**src/rtl/lap_sequencer.sv**
```systemverilog
// lap_sequencer: race session controller (start/soft-start ramp, laps, line-lost fault).
// Build option LAP_BCD_EN: lap_count is shown as two BCD digits saturating at 8'h99.
module lap_sequencer #(
  parameter int unsigned DEBOUNCE     = 16,
  parameter int unsigned LOCKOUT      = 50_000_000,
  parameter int unsigned LOST_TIMEOUT = 25_000_000,
  parameter logic [11:0] RAMP_START   = 12'h400,
  parameter logic [11:0] RAMP_STEP    = 12'h010,
  parameter int unsigned RAMP_DIV     = 500_000,
  parameter logic [11:0] DUTY_MAX     = 12'h999
) (
  input  logic        clk,
  input  logic        rst_n,
  input  logic        start,
  input  logic [1:0]  circuit,
  input  logic        senzor_1,
  input  logic        senzor_3,
  input  logic        senzor_5,
  output logic        run_en,
  output logic [11:0] duty_cap,
  output logic [7:0]  lap_count,
  output logic        lap_pulse,
  output logic        finished,
  output logic        line_lost
);

  localparam int DBW = $clog2(DEBOUNCE + 1);
  localparam int LKW = $clog2(LOCKOUT + 1);
  localparam int LSW = $clog2(LOST_TIMEOUT + 1);
  localparam int RDW = $clog2(RAMP_DIV + 1);

  localparam logic [DBW-1:0] DB_LAST = DBW'(DEBOUNCE - 1);
  localparam logic [DBW-1:0] DB_MAX  = DBW'(DEBOUNCE);
  localparam logic [LKW-1:0] LK_LOAD = LKW'(LOCKOUT);
  localparam logic [LSW-1:0] LS_LAST = LSW'(LOST_TIMEOUT - 1);
  localparam logic [LSW-1:0] LS_MAX  = LSW'(LOST_TIMEOUT);
  localparam logic [RDW-1:0] RD_LAST = RDW'(RAMP_DIV - 1);

  typedef enum logic [2:0] {
    IDLE, RAMP, RUN, DONE, FAULT
  } state_t;

  state_t state, state_n;

  logic [1:0] start_ff, s1_ff, s3_ff, s5_ff;
  logic       start_d;
  logic       start_edge;
  logic       mark_hi, mark_lo, on_line;

  always_ff @(posedge clk) begin
    if (!rst_n) begin
      start_ff <= '0;
      s1_ff    <= '0;
      s3_ff    <= '0;
      s5_ff    <= '0;
      start_d  <= 1'b0;
    end else begin
      start_ff <= {start_ff[0], start};
      s1_ff    <= {s1_ff[0], senzor_1};
      s3_ff    <= {s3_ff[0], senzor_3};
      s5_ff    <= {s5_ff[0], senzor_5};
      start_d  <= start_ff[1];
    end
  end

  assign start_edge = start_ff[1] & ~start_d;
  assign mark_hi    = s1_ff[1] & s5_ff[1];
  assign mark_lo    = ~s1_ff[1] & ~s5_ff[1];
  assign on_line    = s3_ff[1];

  logic           active;
  logic [DBW-1:0] deb_cnt;
  logic [LKW-1:0] lock_cnt;
  logic [LSW-1:0] lost_cnt;
  logic [RDW-1:0] ramp_cnt;
  logic           armed;
  logic [7:0]     lap_bin;
  logic [7:0]     tgt_laps;
  logic           tgt_en;
  logic           lap_hit, tgt_hit, lost_hit, ramp_tick;
  logic [12:0]    duty_sum;
  logic [11:0]    duty_step, duty_n;

  assign active    = (state == RAMP) || (state == RUN);
  assign lap_hit   = active & armed & mark_hi & (deb_cnt == DB_LAST);
  assign tgt_hit   = tgt_en & (lap_bin == tgt_laps);
  assign lost_hit  = active & ~on_line & (lost_cnt == LS_LAST);
  assign ramp_tick = (state == RAMP) & (ramp_cnt == RD_LAST);
  assign duty_sum  = {1'b0, duty_cap} + {1'b0, RAMP_STEP};
  assign duty_step = (duty_sum >= {1'b0, DUTY_MAX}) ? DUTY_MAX
                                                    : duty_sum[11:0];

  always_ff @(posedge clk) begin
    if (!rst_n) state <= IDLE;
    else        state <= state_n;
  end

  always_comb begin
    state_n = state;
    duty_n  = duty_cap;
    unique case (state)
      IDLE: begin
        duty_n = '0;
        if (start_edge && circuit != 2'b00) begin
          if (RAMP_START >= DUTY_MAX) begin
            state_n = RUN;
            duty_n  = DUTY_MAX;
          end else begin
            state_n = RAMP;
            duty_n  = RAMP_START;
          end
        end
      end
      RAMP: begin
        if (ramp_tick) begin
          duty_n = duty_step;
          if (duty_step == DUTY_MAX) state_n = RUN;
        end
      end
      RUN: duty_n = DUTY_MAX;
      DONE, FAULT: begin
        duty_n = '0;
        if (start_edge || circuit == 2'b00) state_n = IDLE;
      end
      default: begin
        state_n = IDLE;
        duty_n  = '0;
      end
    endcase
    // abort beats lap target, which beats line-lost
    if (active) begin
      if (circuit == 2'b00) begin
        state_n = IDLE;
        duty_n  = '0;
      end else if (tgt_hit) begin
        state_n = DONE;
        duty_n  = '0;
      end else if (lost_hit) begin
        state_n = FAULT;
        duty_n  = '0;
      end
    end
  end

  always_ff @(posedge clk) begin
    if (!rst_n) begin
      duty_cap  <= '0;
      ramp_cnt  <= '0;
      deb_cnt   <= '0;
      lock_cnt  <= '0;
      lost_cnt  <= '0;
      armed     <= 1'b1;
      lap_bin   <= '0;
      lap_pulse <= 1'b0;
      tgt_laps  <= '0;
      tgt_en    <= 1'b0;
    end else begin
      duty_cap  <= duty_n;
      lap_pulse <= lap_hit & (state_n != IDLE);

      if (state == RAMP && !ramp_tick) ramp_cnt <= ramp_cnt + 1'b1;
      else                             ramp_cnt <= '0;

      if (state == IDLE && start_edge && circuit != 2'b00) begin
        tgt_en   <= (circuit != 2'b11);
        tgt_laps <= (circuit == 2'b01) ? 8'd1 : 8'd10;
      end

      if (!active) begin
        deb_cnt  <= '0;
        lock_cnt <= '0;
        lost_cnt <= '0;
        armed    <= 1'b1;
      end else begin
        if (!mark_hi)               deb_cnt <= '0;
        else if (deb_cnt != DB_MAX) deb_cnt <= deb_cnt + 1'b1;

        if (on_line)                 lost_cnt <= '0;
        else if (lost_cnt != LS_MAX) lost_cnt <= lost_cnt + 1'b1;

        // re-arm only once the lockout is over and the markers are clear
        if (lap_hit) begin
          armed    <= 1'b0;
          lock_cnt <= LK_LOAD;
        end else if (lock_cnt != '0) begin
          lock_cnt <= lock_cnt - 1'b1;
        end else if (!armed && mark_lo) begin
          armed <= 1'b1;
        end
      end

      if (state_n == IDLE)               lap_bin <= '0;
      else if (lap_hit && lap_bin != '1) lap_bin <= lap_bin + 1'b1;
    end
  end

`ifdef LAP_BCD_EN
  logic [7:0] lap_bcd;

  always_ff @(posedge clk) begin
    if (!rst_n) begin
      lap_bcd <= '0;
    end else if (state_n == IDLE) begin
      lap_bcd <= '0;
    end else if (lap_hit && lap_bcd != 8'h99) begin
      if (lap_bcd[3:0] == 4'd9) lap_bcd <= {lap_bcd[7:4] + 4'd1, 4'd0};
      else                      lap_bcd <= {lap_bcd[7:4], lap_bcd[3:0] + 4'd1};
    end
  end

  assign lap_count = lap_bcd;
`else
  assign lap_count = lap_bin;
`endif

  assign run_en    = active;
  assign finished  = (state == DONE);
  assign line_lost = (state == FAULT);

endmodule

```
**config.mk**
```make
export PLATFORM = sky130hd
export DESIGN_NAME = lap_sequencer
export DESIGN_NICKNAME = d
export VERILOG_FILES = /design/src/rtl/lap_sequencer.sv
export SDC_FILE = /design/constraint.sdc
export NUM_CORES = 1
export LEC_CHECK = 0
export ABC_AREA = 0
export ABC_CLOCK_PERIOD_IN_PS = 3800
export BUFFER_PORTS_ARGS = -buffer_cell sky130_fd_sc_hd__buf_2
export CAP_MARGIN = 20
export CORE_UTILIZATION = 65
export DETAILED_ROUTE_END_ITERATION = 8
export PLACE_DENSITY = 0.89
export SYNTH_ARGS = -nofsm -noshare
export SYNTH_HDL_FRONTEND = slang
export SYNTH_SLANG_ARGS = --single-unit
```
**constraint.sdc**
```tcl
create_clock -name clk -period 3.8 [get_ports clk]
set_input_delay 0.76 -clock clk [delete_from_list [all_inputs] [get_ports clk]]
set_output_delay 0.76 -clock clk [all_outputs]
set_load 0.01 [all_outputs]
```
==> key figures <==
Clock network
  • Reg clk slew, reported paths: 0.10 ns
  • H-tree levels: 3
  • Clock tree sinks: 112
  • Maximum clock insertion buffer count: 2
  • Hold buffer count at CTS: 0
  • Post-CTS Resized: 0
  • Post-CTS Setup Bufs: 0
  • Root buf cell: clkbuf_8
  • Worst skew pair latency: 0.38 ns
  • Clock tree from TritonCTS: done
  • Num CTS Buffers: 9

Detailed routing
  • Drt wl/cell: 14.4 um
  • Antenna Nets Post-Route: 0
  • Vias per cell: 6.03
  • Via count: 4608
  • DRT Pass-1 Iters: 5
  • Drt total wl: 11.0 mm
  • Drc violations: 0
  • Initial DRC count: 261

Layout
  • Final nets: 675
  • ANT cells: 0
  • Fin util: 0.739
  • Synthesis-to-finish area growth: 8.05%
  • Filler cells: 589
  • Layout cell share with drive strength beyond 1: 0.106

Placement
  • GP Congestion: 0.869
  • Port Buffers: 31
  • Dpl hpwl: 7.95 mm

Floorplanning
  • Die Ht: 92.9 um
  • Starting density of the core: 0.684
  • DIE AREA: 0.00862 mm^2
  • Top Ports: 32
  • Die width: 92.9 um
  • Core area: 0.00785 mm^2
  • Row cnt: 32

Synth
  • Yosys cell types: 63
  • Yosys top cell area share: 0.418
  • Syn_nets: 651
  • Ys flop type: dfxtp_1
  • Sequential area share after synthesis: 0.418
  • Synthesized area: 0.00537 mm^2
  • Post-synth EDFFs: 0
  • Async S/R FF share, synth: 0
  • Ys Warns: 0
  • Gate Count Post-Synth: 633
  • Top post-synthesis cells by area: dfxtp_1, nor2_1, xnor2_1, xor2_1, a21oi_1
  • Yosys reg bits: 112
  • Leading area contributor after synthesis: dfxtp_1
  • Synthesized area per cell: 8.48 um^2

Setup path
  • Kind of critical path: flip-flop to flip-flop
  • Req. time, crit path: 4.03 ns
  • Critical path origin: ramp_cnt[0]$_SDFF_PN0_
  • Critical path endpoint category: flip-flop
  • Critical Path AT: 2.87 ns
  • Worst path max stage delay: 0.60 ns
  • Crit path cell chain: ha_1 -> and4_1 -> nand4_1 -> or3_1 -> a2111oi_1 -> a211o_1 -> o41ai_1
  • FF-to-FF Start: ramp_cnt[0]$_SDFF_PN0_
  • Max stage delay cell, worst path: a2111oi_1
  • Worst-path fanout max: 4
  • Startpoint class of the critical path: flip-flop

Hold path
  • HP Start: s1_ff[0]$_SDFF_PN0_
  • HP Class: flip-flop to flip-flop

Timing
  • Count of final setup violators: 0
  • Total negative slack: 0 ns
  • RSZ-0062 raised after global routing: false
  • Max transition margin: 0.401
  • Final Slew Violations: 0
  • Worst Skew: 0.0138 ns
  • Final hold vios: 0
  • Max Clock Freq: 0.380 GHz
  • Tmin final: 2.63 ns
  • Final period utilization: 0.693
  • Worst-margin pin slew: 0.898 ns

Status
  • Status: complete, no violations

Power and ir drop
  • Power per cell area: 348 mW/mm^2
  • Lkg Pwr: 2.05 nW
  • IR Drop Worst-Case VDD: 0.281 mV

Global route
  • GRT Total Usage: 0.270
  • Largest net degree at the start of global routing: 26
  • Gr ovfl total: 0
  • First-pass GRT wire length: 18.9 mm
  • Vias in the first global route: 4305
  • Antenna violations before repair: 0

Job
  • Maxcap violations: 0
==> Yosys cell counts, drive strengths merged (3+ instances only) <==
library cell,n
dfxtp,112
nor2,106
xnor2,44
nand2,39
a21oi,37
nand3,27
xor2,27
nor3,24
inv,23
or3,19
and3,18
o21ai,17
clkbuf,16
nor4,15
and2,13
nand4,11
ha,10
nor2b,5
or4,5
nand2b,4
o21a,4
a22oi,3
and4,3
mux2i,3
nor3b,3
o2111ai,3
o211ai,3
o31ai,3
==> final timing paths <==
kind	cells after the start	slack, ns	endpoint
min reg2reg	1	0.45	s1_ff[1]$_SDFF_PN0_
max reg2reg	7	1.17	duty_cap[4]$_SDFF_PN0_
max	7	1.17	duty_cap[4]$_SDFF_PN0_
min	1	0.45	s1_ff[1]$_SDFF_PN0_
==> placed cells by master (no fill, tap or decap), types with 9 or more instances in the layout <==
cell,count
nand3_1,27
dfxtp_1,112
nand2_1,39
and3_1,18
nor2_1,106
or3_1,13
nand4_1,11
xor2_1,27
o21ai_0,17
buf_2,31
nor3_1,23
inv_1,23
a21oi_1,37
nor4_1,15
ha_1,10
and2_1,13
xnor2_1,44
clkbuf_8,9
==> flip-flops by register name, summed over array words and instances, names as in the netlist, 2 cells and up <==
name	cells
ramp_cnt	19
state	3
lock_cnt	26
s5_ff	2
deb_cnt	5
start_ff	2
s1_ff	2
tgt_laps	2
lap_count	8
duty_cap	12
s3_ff	2
lost_cnt	25
==> through the flow <==
step	cell area (um^2)	hold WS [ns]	setup WS (ns)	power, mW	cells
2_1_floorplan	5370	0.412	1.48	1.24	633
5_1_grt	5800	0.484	0.993	2.09	764
3_5_place_dp	5570	0.420	0.980	1.26	748
3_3_place_gp	5570	0.421	1.13	1.26	748
4_1_cts	5800	0.449	1.21	2.03	764
6_report	5800	0.449	1.17	2.02	764
==> routing by layer <==
| metal | vias to the layer above | track usage | part of all wire |
|---|---|---|---|
| met5 | - | 0 | 0 |
| met4 | 0 | 0.100 | 0.018 |
| met3 | 29 | 0.0632 | 0.056 |
| met2 | 150 | 0.448 | 0.49 |
| met1 | 2164 | 0.340 | 0.44 |
| li1 | 2265 | - | - |
==> worst max-delay path: cells and delay by family, from the launching register on <==
kind / cells / cell delay, ns
and+or+nand+nor: 3 / 0.92
AOI/OAI and AO/OA: 3 / 0.93
adders and majority gates: 1 / 0.24
DFF: 1 / 0.41
==> cell type report <==
| cell class | instances | area (um^2) | area share |
|---|---|---|---|
| Multi-Input combinational cell | 480 | 2960 | 0.511 |
| Sequential cell | 112 | 2240 | 0.387 |
| Timing Repair Buffer | 31 | 155 | 0.0268 |
| Tap cell | 102 | 128 | 0.0220 |
| Clock buffer | 9 | 124 | 0.0214 |
| Clock inverter | 7 | 101 | 0.0175 |
| Inverter | 23 | 86.3 | 0.0149 |
==> report_power, final <==
group	internal (mW)	switching (mW)	total (mW)
logic	0.0149	0.0326	0.0475
registers	1.18	0.00602	1.19
clock network	0.379	0.406	0.786
==> kinds of logic after synthesis <==
family	Yosys count	synth area share
xor gates and xnor gates	71	0.116
AOI/OAI and AO/OA	89	0.110
adders and majority gates	10	0.0233
and+or+nand+nor	305	0.293
DFF	112	0.418
muxes	5	0.00979
buffers and inverters	41	0.0303
Note: power is estimated with default switching activity, not from simulation.
